==> src/rtl/mux_rr_arbiter_8_pkg.sv <==
// mux_rr_arbiter_8_pkg: shared state encoding, sizes and onehot-to-index helper
package mux_rr_arbiter_8_pkg;
  localparam int NUM_REQ = 8;
  localparam int SEL_W = 3;
  typedef enum logic {IDLE, GRANT} state_t;
  function automatic logic [SEL_W-1:0] onehot2idx(input logic [NUM_REQ-1:0] oh);
    logic [SEL_W-1:0] idx;
    idx = '0;
    for (int i = 0; i < NUM_REQ; i++) idx |= oh[i] ? SEL_W'(i) : '0;
    return idx;
  endfunction
endpackage

==> src/rtl/mux_rr_arbiter_8_rr_pick_8.sv <==
// rr_pick_8: rotating-priority pick of the first request at or after ptr
module rr_pick_8
  import mux_rr_arbiter_8_pkg::*;
(
  input  logic [NUM_REQ-1:0] req,
  input  logic [SEL_W-1:0]   ptr,
  input  logic [NUM_REQ-1:0] excl,
  output logic               found,
  output logic [SEL_W-1:0]   win
);
  logic [NUM_REQ-1:0] m;
  logic [NUM_REQ-1:0] r;
  logic [SEL_W-1:0] idx;
  assign m = req & ~excl;
  assign r = NUM_REQ'({m, m} >> ptr);
  assign found = |m;
  assign win = ptr + idx;
  always_comb begin
    idx = '0;
    for (int i = NUM_REQ - 1; i >= 0; i--) if (r[i]) idx = SEL_W'(i);
  end
endmodule

==> src/rtl/mux_rr_arbiter_8.sv <==
// mux_rr_arbiter_8: round-robin arbiter with burst limit driving the 8:1 mux select
module mux_rr_arbiter_8
  import mux_rr_arbiter_8_pkg::*;
#(
  parameter int MAX_BURST = 4,
  parameter int CNT_W = 3
) (
  input  logic               clk,
  input  logic               rst_n,
  input  logic               en,
  input  logic [NUM_REQ-1:0] req,
  output logic [NUM_REQ-1:0] gnt,
  output logic               gnt_valid,
  output logic [SEL_W-1:0]   sel,
  output logic               owner_chg
);
  state_t state;
  logic [SEL_W-1:0] ptr;
  logic [CNT_W-1:0] cnt;
  logic [SEL_W-1:0] own;
  logic [SEL_W-1:0] win;
  logic [NUM_REQ-1:0] excl;
  logic found, own_req, others, hold;
  localparam logic [CNT_W-1:0] CNT_MAX = (MAX_BURST == 0) ? '1 : CNT_W'(MAX_BURST);
  assign own = onehot2idx(gnt);
  assign own_req = (state == GRANT) && req[own];
  assign others = |(req & ~gnt);
  assign hold = own_req && (MAX_BURST == 0 || cnt < CNT_MAX || !others);
  // only a still-requesting owner is excluded, i.e. on a forced release
  assign excl = own_req ? gnt : '0;
  assign gnt_valid = |gnt;
  rr_pick_8 u_pick (.req(req), .ptr(ptr), .excl(excl), .found(found), .win(win));
  always_ff @(posedge clk or negedge rst_n) begin
    if (!rst_n) begin
      state <= IDLE;
      gnt <= '0;
      sel <= '0;
      owner_chg <= 1'b0;
      ptr <= '0;
      cnt <= '0;
    end else begin
      owner_chg <= 1'b0;
      if (hold) begin
        if (cnt != CNT_MAX) cnt <= cnt + 1'b1;
      end else if (own_req && !en) begin
        cnt <= cnt;
      end else if (en && found) begin
        gnt <= NUM_REQ'(1) << win;
        sel <= win;
        owner_chg <= 1'b1;
        cnt <= CNT_W'(1);
        ptr <= win + 1'b1;
        state <= GRANT;
      end else begin
        gnt <= '0;
        state <= IDLE;
      end
    end
  end
endmodule

==> config.mk <==
export PLATFORM = sky130hd
export DESIGN_NAME = mux_rr_arbiter_8
export DESIGN_NICKNAME = d
export VERILOG_FILES = /design/src/rtl/mux_rr_arbiter_8_pkg.sv /design/src/rtl/mux_rr_arbiter_8_rr_pick_8.sv /design/src/rtl/mux_rr_arbiter_8.sv
export SDC_FILE = /design/constraint.sdc
export NUM_CORES = 1
export LEC_CHECK = 0
export CORE_UTILIZATION = 50
export DETAILED_ROUTE_END_ITERATION = 10
export PLACE_DENSITY = 0.72
export SLEW_MARGIN = 20
export SYNTH_ARGS = -nofsm -noshare
export SYNTH_HDL_FRONTEND = slang
export SYNTH_HIERARCHICAL = 1
export SYNTH_SLANG_ARGS = --single-unit
==> constraint.sdc <==
create_clock -name clk -period 8.1 [get_ports clk]
set_input_delay 0.81 -clock clk [delete_from_list [all_inputs] [get_ports clk]]
set_output_delay 0.81 -clock clk [all_outputs]
set_load 0.03 [all_outputs]
# Word-level counts from Yosys, hierarchy flattened
# Index checks and enable logic that the tools add are counted.
# totals
out_inout_bits	13
ff_bits	19
wordCells	68
in_bits	11
# op_classes
eq_ne	3
n_addsub	3
bitwise_logic	12
shift	2
n_lt_le_gt_ge	2
n_mux	26
reduce_logical	14
# op_table
cell	count
3-bit 2-to-1 mux	16
8-bit OR reduction	3
8-bit AND	2
8-bit 2-to-1 mux	2
8-bit NOT	2
16-bit by 3-bit right shift with 8-bit output	1
3-bit bitwise OR	3
1-bit by 3-bit << shifter with 8-bit output (first input constant)	1
3-bit by 1-bit adder with 3-bit output (second input constant)	2
3-bit AND reduction	2
1-bit 2-to-1 mux	5
1-bit logical AND	4
3-bit by 4-bit < comparator with 1-bit output (second input constant)	1
2-bit 2-to-1 mux	2
3-bit adder	1
1-bit binary-select mux with 3-bit select	1
3-bit < comparator (second input constant)	1
3-bit != test (second input constant)	1
2-bit by 3-bit bitwise OR with 3-bit output	1
1-bit zero test	2
2-bit by 1-bit != test with 1-bit output (second input constant)	1
2-bit != test (second input constant)	1
1-bit NOT	2
1-bit by 2-bit bitwise OR with 2-bit output	1
4 further kinds	4

# Longest topological paths before layout
# logic_depth
depth_word	25
depth_mapped	20
depth_no_buf	18

# Modules after synthesis
# The synthesis kept the hierarchy.
# by_module_without_submodules
mod	cells_per_inst	area_each_um2	instances	seq_area_each_um2
mux_rr_arbiter_8	116	1272.5	1	475.5
rr_pick_8	65	689.4	1	0.0

# Worst setup path before layout
# OpenSTA, ideal clock, no wires.
# synth_path
kind	input to register
start	input port req[2]
end	register gnt[0]
t_arrival_ns	4.794
required_ns	7.975
setup_slack_ns	3.181
setup_ns	0.125
cell_stages	17
n_path_buf	1
cell_sequence	or3b_1 a311o_1 o22ai_4 buf_2 and2_1 and2b_1 mux4_1 a21o_1 and2b_1 nor2b_1 o21ai_0 fa_1 xor2_1 xnor2_1 inv_1 and3_1 mux2_4
# synth_via
elab_chain_cells	18
word_cells_on_any_way	29
classes_between	1 x add/sub; 2 x shift; 12 x mux; 5 x bitwise; 9 x reduce/logical
# synth_rtl
item	line_no	source
start, declared	mux_rr_arbiter_8.sv:11	input logic [NUM_REQ-1:0] req,
1-bit binary-select mux with 3-bit select (*)	mux_rr_arbiter_8.sv:26	assign own_req = (state == GRANT) && req[own];
1-bit 2-to-1 mux (implied by the code) (*)	mux_rr_arbiter_8.sv:26	
1-bit logical AND (*)	mux_rr_arbiter_8.sv:26	
8-bit 2-to-1 mux (*)	mux_rr_arbiter_8.sv:30	assign excl = own_req ? gnt : '0;
via excl[0]	mux_rr_arbiter_8.sv:22	logic [NUM_REQ-1:0] excl;
8-bit NOT (*)	mux_rr_arbiter_8_rr_pick_8.sv:14	assign m = req & ~excl;
8-bit AND (*)	mux_rr_arbiter_8_rr_pick_8.sv:14	
16-bit by 3-bit right shift with 8-bit output (*)	mux_rr_arbiter_8_rr_pick_8.sv:15	assign r = NUM_REQ'({m, m} >> ptr);
3-bit 2-to-1 mux (7 in a row)	mux_rr_arbiter_8_rr_pick_8.sv:20	for (int i = NUM_REQ - 1; i >= 0; i--) if (r[i]) idx = SEL_W'(i);
3-bit 2-to-1 mux (*)	mux_rr_arbiter_8_rr_pick_8.sv:20	
3-bit adder (*)	mux_rr_arbiter_8_rr_pick_8.sv:17	assign win = ptr + idx;
via win[2]	mux_rr_arbiter_8.sv:21	logic [SEL_W-1:0] win;
1-bit by 3-bit << shifter with 8-bit output (*)	mux_rr_arbiter_8.sv:48	gnt <= NUM_REQ'(1) << win;
8-bit 2-to-1 mux (*)	mux_rr_arbiter_8.sv:47	end else if (en && found) begin
end signal, assigned	mux_rr_arbiter_8.sv:48	
end, declared	mux_rr_arbiter_8.sv:12	output logic [NUM_REQ-1:0] gnt,
# Mark *: on every way through the listed nets, which the timed path passes. The rest lies on a longest branch. The select of a mux whose other input is x is not followed.
# A chain may end at the register's enable or synchronous reset.

# Worst setup path after layout
# Ends and elaborated chain as after synthesis.

==> results.py <==
metrics = {
    "routing": {
        "postRouteAntennaNets": 0,
        "wirelength_um": 4593,
        "post_drt_wl_per_cell_um": 18.37,
        "drc": 0,
        "via_per_inst": 6.136,
        "vias": 1534,
        "firstDrtPassIters": 4,
        "initialDrtViolationCount": 100,
    },
    "setup_path": {
        "cp.arrival_ns": 5.92,
        "worstPathMaxFanout": 14,
        "cp-start-kind": "input pin",
        "critPathRequiredTime_ns": 8.24,
        "path_class": "in -> reg",
        "worstSetupEndpointType": "register",
    },
    "power": {
        "leakagePower_nw": 1.001,
        "power.density_nw_per_um2": 442.5,
        "power.total_uw": 994.3,
        "peakVddDrop_uv": 249.6,
    },
    "global_routing": {
        "met3_usage_pct": 3.169,
        "grt-ovfl-total": 0,
        "grt_usage_pct": 23.51,
        "grt.busiest_layer": "met2",
        "antenna_found_initial": 0,
        "use_met2_pct": 40.53,
        "grt_max_degree": 20,
        "grtUsageMet1_pct": 31.12,
        "grt_pass1_wl_um": 7548,
        "grt_pass1_vias": 1564,
    },
    "clocking": {
        "cts_sinks": 19,
        "cts_hold_buffers": 0,
        "clk_latency_ns": 0.25,
        "cts_tree": "built",
        "post_cts_resized": 0,
        "clk_pin_slew_ns": 0.07,
        "h-tree-depth": 1,
        "post_cts_buffers": 0,
        "clk_path_buf_depth": 2,
        "cts_made_buffers": 3,
        "cts-root-buf": "clkbuf_8",
    },
    "synthesis": {
        "synthTopCellsByArea": "dfrtp_1 24%, mux4_1 9.4%, mux2_4 9.2%, ha_1 5.7%, and2_1 3.5%",
        "synth_top_area_share_pct": 24.23,
        "synth_seq_area_share_pct": 24.23,
        "ys_seq_elements": 19,
        "async_reset_ff_share_pct": 100.0,
        "synth-edff-count": 0,
        "yosysWarningCount": 6,
        "yosys.area.top_type": "dfrtp_1",
        "synth_ff_type": "dfrtp_1",
        "syn_nets": 202,
        "synth.distinct_cells": 50,
        "synthCells": 181,
        "syn_avg_cell_area_um2": 10.84,
        "synth_area_um2": 1962,
    },
    "floorplan": {
        "die_w_um": 64.64,
        "die_area_um2": 4178,
        "num_io_pins": 24,
        "rows": 22,
        "core_area_um2": 3716,
        "chipHeight_um": 64.64,
        "start_util_pct": 52.79,
    },
    "timing": {
        "max_clock_freq_ghz": 0.1730,
        "worstMarginPinSlew_ns": 0.8373,
        "layout_setup_ws_ns": 2.320,
        "tns_ns": 0,
        "drv_slew": 0,
        "fin_skew_ns": 0.004655,
        "finalHoldViolations": 0,
        "fin_crit_ns": 5.780,
        "period_share_pct": 71.35,
        "rsz0062_at_grt": "false",
        "relSlewSlack_pct": 44.00,
        "setup_viol_count_final": 0,
    },
    "job": {
        "drv_cap": 0,
    },
    "placed_design": {
        "place_area_um2": 2201,
        "dpl.hpwl_um": 3530,
        "port_buffers": 23,
        "gp_congestion": 0.8461,
        "place_inst": 246,
        "post-place-ws_ns": 2.190,
    },
    "cells_and_area": {
        "drive_above_1_share_pct": 17.33,
        "antenna_cells": 0,
        "layout.cells.non_filler": 250,
        "design_area_um2": 2247,
        "fillCellCount": 310,
        "area_delta_synth_final_pct": 14.54,
        "nets": 224,
    },
    "hold_path": {
        "hp-class": "reg -> reg",
    },
    "run_status": {
        "run_status": "finished, final reports clean",
    },
}
==> Yosys cell counts, types with 2 or more instances <==
library cell / n
buf_2: 3
and2b_1: 5
nor2_1: 5
o41a_1: 3
ha_1: 9
a21oi_1: 2
mux2i_1: 6
nand2_1: 9
mux2_4: 12
mux4_1: 7
and4bb_2: 3
o22ai_1: 3
nand2b_1: 4
o21ai_0: 6
and4b_2: 2
and3_1: 6
a311o_1: 2
nor2b_1: 5
a211oi_2: 3
nor4_1: 6
inv_1: 18
buf_6: 2
o2bb2ai_1: 2
o211ai_1: 3
dfrtp_1: 19
and2_1: 11
or3b_1: 2
==> worst paths after layout <==
path | to | startpoint | slack (ns) | cells after the start
worst max register to register | gnt[0] | gnt[1] | 2.78 | 16
worst max-delay path | gnt[0] | req[2] | 2.32 | 17
min in group asynchronous | sel[1] | rst_n | 1.03 | 1
max in group asynchronous | cnt[0] | rst_n | 6.55 | 1
worst min register to register | sel[0] | sel[0] | 0.51 | 1
worst min-delay path | sel[0] | sel[0] | 0.51 | 1
==> cell usage in the layout, fill, tap and decap left out, types with 7 or more instances in the layout <==
| cell type | count |
|---|---|
| nand2_1 | 9 |
| and2_1 | 11 |
| ha_1 | 9 |
| mux2_4 | 12 |
| clkdlybuf4s50_1 | 23 |
| inv_1 | 18 |
| mux4_1 | 7 |
| dfrtp_1 | 19 |
==> state kept, by name, summed over array words and instances (netlist names) <==
register,count
cnt,3
gnt,8
owner_chg,1
ptr,3
sel,3
state,1
==> kinds of logic after synthesis <==
family / count (synthesis) / synth area share, %
compound gates: 34 / 16.52
xor+xnor: 2 / 0.8930
fa+ha+maj: 10 / 6.760
simple gates: 65 / 22.58
mux: 26 / 22.77
buf+inv: 25 / 6.249
flops: 19 / 24.23
==> report_power, final <==
group	internal, mW	switching (mW)	total [mW]
sequential	0.132	0.0627	0.194
clock	0.0342	0.0305	0.0647
combinational	0.358	0.377	0.735
total	0.524	0.470	0.994
==> worst max-delay path: stages <==
cell             delay (ns)
clkdlybuf4s50_1        0.56
or3b_1                 0.38
a311o_1                0.39
o22ai_4                0.37
and2_1                 0.21
and2b_1                0.24
mux4_1                 0.55
a21o_1                 0.22
and2b_1                0.23
nor2b_1                0.13
o21ai_0                0.11
fa_1                   0.42
xor2_1                 0.16
xnor2_1                0.52
inv_1                  0.18
and3_1                 0.21
mux2_4                 0.25
==> layer usage <==
metal / share of wire [%] / vias to the layer above
met1: 44 / 760
met5: 0 / -
met2: 52 / 41
met3: 3.5 / 4
met4: 0.46 / 0
li1: - / 729
==> through the flow <==
stage               util [%]  hold WS [ns]
finish                 60.47        0.5100
CTS                    60.47        0.5157
detailed placement     59.23        0.4928
global placement       59.23        0.4973
global route           60.47        0.5477
floorplan                  -        0.5053
==> layout make-up <==
cell class | count | area (µm²) | share of cell area (%)
Clock buffer | 3 | 41.29 | 1.837
Clock inverter | 1 | 5.005 | 0.2227
Inverter | 19 | 71.32 | 3.174
Multi-Input combinational cell | 137 | 1364 | 60.69
Sequential cell | 19 | 475.5 | 21.16
Tap cell | 48 | 60.06 | 2.673
Timing Repair Buffer | 23 | 230.2 | 10.24
Note: power is estimated with default switching activity, not from simulation.
==> patch 1: new RTL, config.mk and constraints unchanged <==
Change the package constant `NUM_REQ` from 8 to 9.
--- a/src/rtl/mux_rr_arbiter_8_pkg.sv
+++ b/src/rtl/mux_rr_arbiter_8_pkg.sv
@@ -1,6 +1,6 @@
 // mux_rr_arbiter_8_pkg: shared state encoding, sizes and onehot-to-index helper
 package mux_rr_arbiter_8_pkg;
-  localparam int NUM_REQ = 8;
+  localparam int NUM_REQ = 9;
   localparam int SEL_W = 3;
   typedef enum logic {IDLE, GRANT} state_t;
   function automatic logic [SEL_W-1:0] onehot2idx(input logic [NUM_REQ-1:0] oh);
Ports: changed (resized gnt and req); port bits go from 24 to 26. No check against the original RTL was run, so the function may have changed too.
==> patch 1 against the original RTL <==
- cell area is 8.9% lower
- wire length is 5.1% lower
- area after synthesis is 8.5% lower
- clock power is 21% lower
- total power is 10% lower
- worst setup slack better by 0.45 ns
- highest routed layer unchanged
- critical path type unchanged
- sequential cell count stayed put
- register-to-register slack better by 0.22 ns
- cell count is 1.2% higher
==> patch 1: results (changes against the original RTL) <==
The run finished with clean final reports. The worst path arrival time was 5.57 ns (-0.35 ns); the count of input and output buffers was 24 (+4.3%). The weighted congestion reported at the end of routability-driven placement is 0.871 (+3.0%). The xor and xnor area share after synthesis works out to 0.00976 (+0.000828). The clock skew was 0.00799 ns (+0.00333 ns); the synthesized-area fraction occupied by adder cells was 0.0739 (+0.00627). The count of unique library cells instantiated by Yosys is 55 (+10%), and the critical path's largest stage delay is 0.50 ns (-0.06 ns). The tools report the number of buffers on the longest clock path as 2 (unchanged). Wire length per cell after detailed routing: 17.2 um (-6.2%). For the global routing usage summed across all routing layers, the log shows 0.241 (+0.00625). Cell at the root of the clock tree: clkbuf_4. Mux share of post-synthesis cell area: 0.123 (-0.105). The highest net fanout along the worst path was 9 (-5). After synthesis, the cell types taking the most area are dfrtp_1 (26%), ha_1 (6.3%), mux2_2 (5.0%). The share of cells above drive strength 1 was 0.101 (-0.0718). The fraction of the yosys area taken by sequential cells was 0.265 (+0.0225); the reported leakage power was 0.853 nW (-15%).

The synthesized-area fraction occupied by ao, oa, aoi and oai cells was 0.268 (+0.102); the placed wire-length estimate was 3.28 mm (-7.0%). The cell internal power dissipation was 438 uW (-16%); the transition time of the tightest slew-check pin was 0.803 ns (-0.0345 ns). Peak ir drop on the vdd network: 0.315 mV (+26%). The commonest cells after synthesis are dfrtp_1 (19), inv_1 (15), nand2b_1 (10). The tools report the via count of the routed design as 1,612 (+5.1%). The tools report the insertion delay to the later sink of the worst-skew pair as 0.31 ns (+0.06 ns). The register-to-register setup slack came out at 3.00 ns (+0.22 ns).

For the filler cell count in the final layout, the log shows 296 (-4.5%). The wire length of the first global-routing pass is 6.74 mm (-11%).
[patch 1: worst paths after layout]
check	startpoint	to	depth (start not counted)
max in group asynchronous	rst_n	gnt[4]	1
setup reg to reg	gnt[7]	ptr[2]	17
hold reg to reg	sel[2]	sel[2]	1
hold / removal	sel[2]	sel[2]	1
min in group asynchronous	rst_n	gnt[6]	1
setup / recovery	req[2]	ptr[2]	18
[patch 1: critical path: cells and delay by family]
kind            cells  cell delay (ns)
xor+xnor            2             0.61
compound gates      4             1.29
fa+ha+maj           3             0.87
simple gates        4             0.83
buf+inv             3             0.73
mux                 2             0.46
[patch 1: through the flow]
stage | power (mW) | worst slack [ns] | utilization | cells | instance area [um^2]
detailed placement | 0.837 | 2.50 | 0.595 | 249 | 2020
global route | 0.966 | 2.48 | 0.604 | 253 | 2050
finish | 0.894 | 2.77 | 0.604 | 253 | 2050
CTS | 0.895 | 2.81 | 0.604 | 253 | 2050
global placement | 0.811 | 2.60 | 0.595 | 249 | 2020
floorplan | 0.688 | 3.41 | - | 189 | 1810
[patch 1: kinds of logic after synthesis]
kind of cell    count (synthesis)
compound gates                 59
simple gates                   53
buf+inv                        26
flops                          19
mux                            16
fa+ha+maj                      10
xor+xnor                        2
other cells                     1
[patch 1: power groups by stage]
| stage | Combinational (mW) | Sequential [mW] | Clock [mW] |
|---|---|---|---|
| after floorplan | 0.506 | 0.183 | 0 |
| after global placement | 0.622 | 0.190 | 0 |
| after detailed placement | 0.644 | 0.192 | 0 |
| after CTS | 0.652 | 0.190 | 0.0521 |
| after global routing | 0.712 | 0.199 | 0.0553 |
| final | 0.652 | 0.191 | 0.0512 |
[patch 1: cell type report]
cell class	count	area share
multi-input combinational	144	0.572
sequential	19	0.232
timing repair buffer	24	0.117
inverter	16	0.0354
tap	46	0.0281
clock buffer	3	0.0110
clock inverter	1	0.00367
[patch 1: routing by layer]
layer	GRT usage	vias to the layer above	part of all wire	routed length [um]
li1	-	746	-	-
met1	0.338	805	0.45	1970
met2	0.387	50	0.48	2110
met3	0.0166	11	0.046	200
met4	0.105	0	0.018	79
met5	0	-	0	0
==> patch 2: new RTL, same flow settings <==
Without the edit above. Reset style: synchronous (`rst_n`), changed in one clocked block.
--- a/src/rtl/mux_rr_arbiter_8.sv
+++ b/src/rtl/mux_rr_arbiter_8.sv
@@ -30,7 +30,7 @@
   assign excl = own_req ? gnt : '0;
   assign gnt_valid = |gnt;
   rr_pick_8 u_pick (.req(req), .ptr(ptr), .excl(excl), .found(found), .win(win));
-  always_ff @(posedge clk or negedge rst_n) begin
+  always_ff @(posedge clk) begin
     if (!rst_n) begin
       state <= IDLE;
       gnt <= '0;
Behaviour: differs if rst_n is asserted again (counterexample within 4 cycles, from zero or initial values and one cycle with rst_n low); with rst_n held inactive, the same outputs for 10 cycles.
==> patch 2 against the original RTL <==
- sequential share of layout area is 2.5 points lower
- sequential cell count is the same
- count of clock-buffer cells in the layout increased by 1
- area after synthesis down 8.4%
- clock skew barely moved
- clock power is 28% lower
- total power down 23%
- maximum frequency is 8.7% higher
- cell area decreased by 9.2%
- worst setup slack improved by 0.46 ns
- hold slack lost 0.036 ns
- wire length is 5.1% lower
- largest power group unchanged
==> patch 2: results (changes against the original RTL) <==
The run finished with clean final reports. The highest net fanout along the worst path was 8 (-6). The path with the worst hold slack has its endpoint at sel[0]. The tools report the launch instance of the worst min-delay path as sel[0]. The clock transition at the register clock pins on the worst setup and hold paths after CTS is 0.10 ns (+0.03 ns).

The post-route worst hold slack was 0.474 ns (-0.0362 ns). The post-layout net count is 225 (+0.45%). For the net count after synthesis, the log shows 205 (+1.5%). The share of cells above drive strength 1 was 0.143 (-0.0304). Ranked by total cell area, the synthesized netlist is headed by dfxtp_1 (21%), mux4_1 (12%), ha_1 (6.3%).

For the global routing usage summed across all routing layers, the log shows 0.247 (+0.0114). The placed instance count is 245 (-0.41%), and the met1 layer wirelength in the final routing is 2.02 mm (-0.54%). The tools report the worst max-slew margin expressed relative to the limit as 0.493 (+0.0527). The number of optimization iterations in the first detailed-route pass came out at 4 (unchanged).

Broken down by cell family, the worst path's largest delay share belongs to multiplexers. The peak ir drop on the vdd network is 0.218 mV (-12%), and the final wirelength is 4.36 mm (-5.1%). The wire length per cell after detailed routing is 17.5 um (-4.7%). The tools report the fraction of the yosys area taken by sequential cells as 0.212 (-0.0306). The number of global-route vias before repair is 1,461 (-6.6%).

The mean number of vias per cell is 6.16 (+0.47%), and the weighted congestion reported at the end of routability-driven placement is 0.840 (-0.70%). The tools report the count of unique library cells instantiated by Yosys as 56 (+12%). The cell area after placement came out at 0.00201 mm^2 (-8.5%). The wire length of the first global-routing pass was 6.96 mm (-7.8%); the worst hold path stage count was 2 (+1).

Pin count of the biggest net entering global routing: 25 (+25%). The number of cells on the worst reg-to-reg path works out to 18 (+2). The synthesized area divided by synthesized cell count is 9.76 um^2 (-9.9%). The period utilization is 0.657 (-0.0570).

For the register-to-register setup slack, the log shows 2.80 ns (+0.02 ns). The met2 wire length is 2.01 mm (-16%). The tools report the end of the worst register-to-register path as ptr[2].

The tools report the met3 layer wire length in the routed design as 256 um (+57%). For the worst path arrival time, the log shows 5.52 ns (-0.40 ns). Library cell contributing the largest single delay on the critical path: mux4_1. The total net switching power was 379 uW (-19%); the async set-reset flop share out of synthesis was 0 (-1.00). The number of violations reported at the end of detailed-routing iteration 0 is 181 (+81%), and the placed wire-length estimate is 3.28 mm (-7.0%).
patch 2: cell count changes in the layout (fill, tap and decap cells not counted), sizes merged, moves of 4 or more:
cell	delta
o21ai	+4
nand2	+4
nand3	+7
dfxtp	+19
and3	-5
dfrtp	-19
mux2	-11
patch 2: logic make-up (layout without fill, tap and decap cells):
logic type | count (synthesis) | in the layout | synth area share
fa+ha+maj | 10 | 10 | 0.0738
compound gates | 36 | 36 | 0.154
buf+inv | 25 | 44 | 0.0745
xor+xnor | 2 | 2 | 0.00975
flops | 19 | 19 | 0.212
mux | 17 | 17 | 0.191
simple gates | 75 | 75 | 0.286
patch 2: final cells by class:
type | instances | area (um^2)
well taps | 46 | 57.6
fillers | 308 | 1350
inverters | 17 | 63.8
flip-flops and latches | 19 | 380
repair buffers | 23 | 230
multi-input cells | 140 | 1280
clock buffers | 4 | 26.3
patch 2: worst reg2reg max path: cells and delay by family (launching register included):
kind | cells | cell delay, ns
mux | 4 | 1.30
flops | 1 | 0.41
simple gates | 7 | 1.73
buf+inv | 1 | 0.10
fa+ha+maj | 2 | 0.72
xor+xnor | 2 | 0.72
compound gates | 2 | 0.23
patch 2: worst max path at each step:
| stage | startpoint | endpoint | cells past startpoint |
|---|---|---|---|
| 2_1_floorplan | gnt[7] | ptr[2] | 18 |
| 3_3_place_gp | req[7] | ptr[2] | 18 |
| 3_5_place_dp | req[7] | ptr[2] | 18 |
| 4_1_cts | req[7] | ptr[2] | 18 |
| 5_1_grt | gnt[7] | ptr[2] | 18 |
| 6_report | req[7] | ptr[2] | 18 |
patch 2: power by group through the flow:
stage | Combinational [mW] | Sequential, mW | Clock, mW
2_1_floorplan | 0.392 | 0.186 | 0
3_3_place_gp | 0.519 | 0.177 | 0
3_5_place_dp | 0.530 | 0.180 | 0
4_1_cts | 0.535 | 0.178 | 0.0475
5_1_grt | 0.580 | 0.184 | 0.0519
6_report | 0.541 | 0.178 | 0.0469
patch 2: layer usage:
layer  global-route usage  vias to the layer above
li1                     -                      738
met1                0.334                      715
met2                0.412                       74
met3               0.0145                        8
met4               0.0952                        0
met5                    0                        -
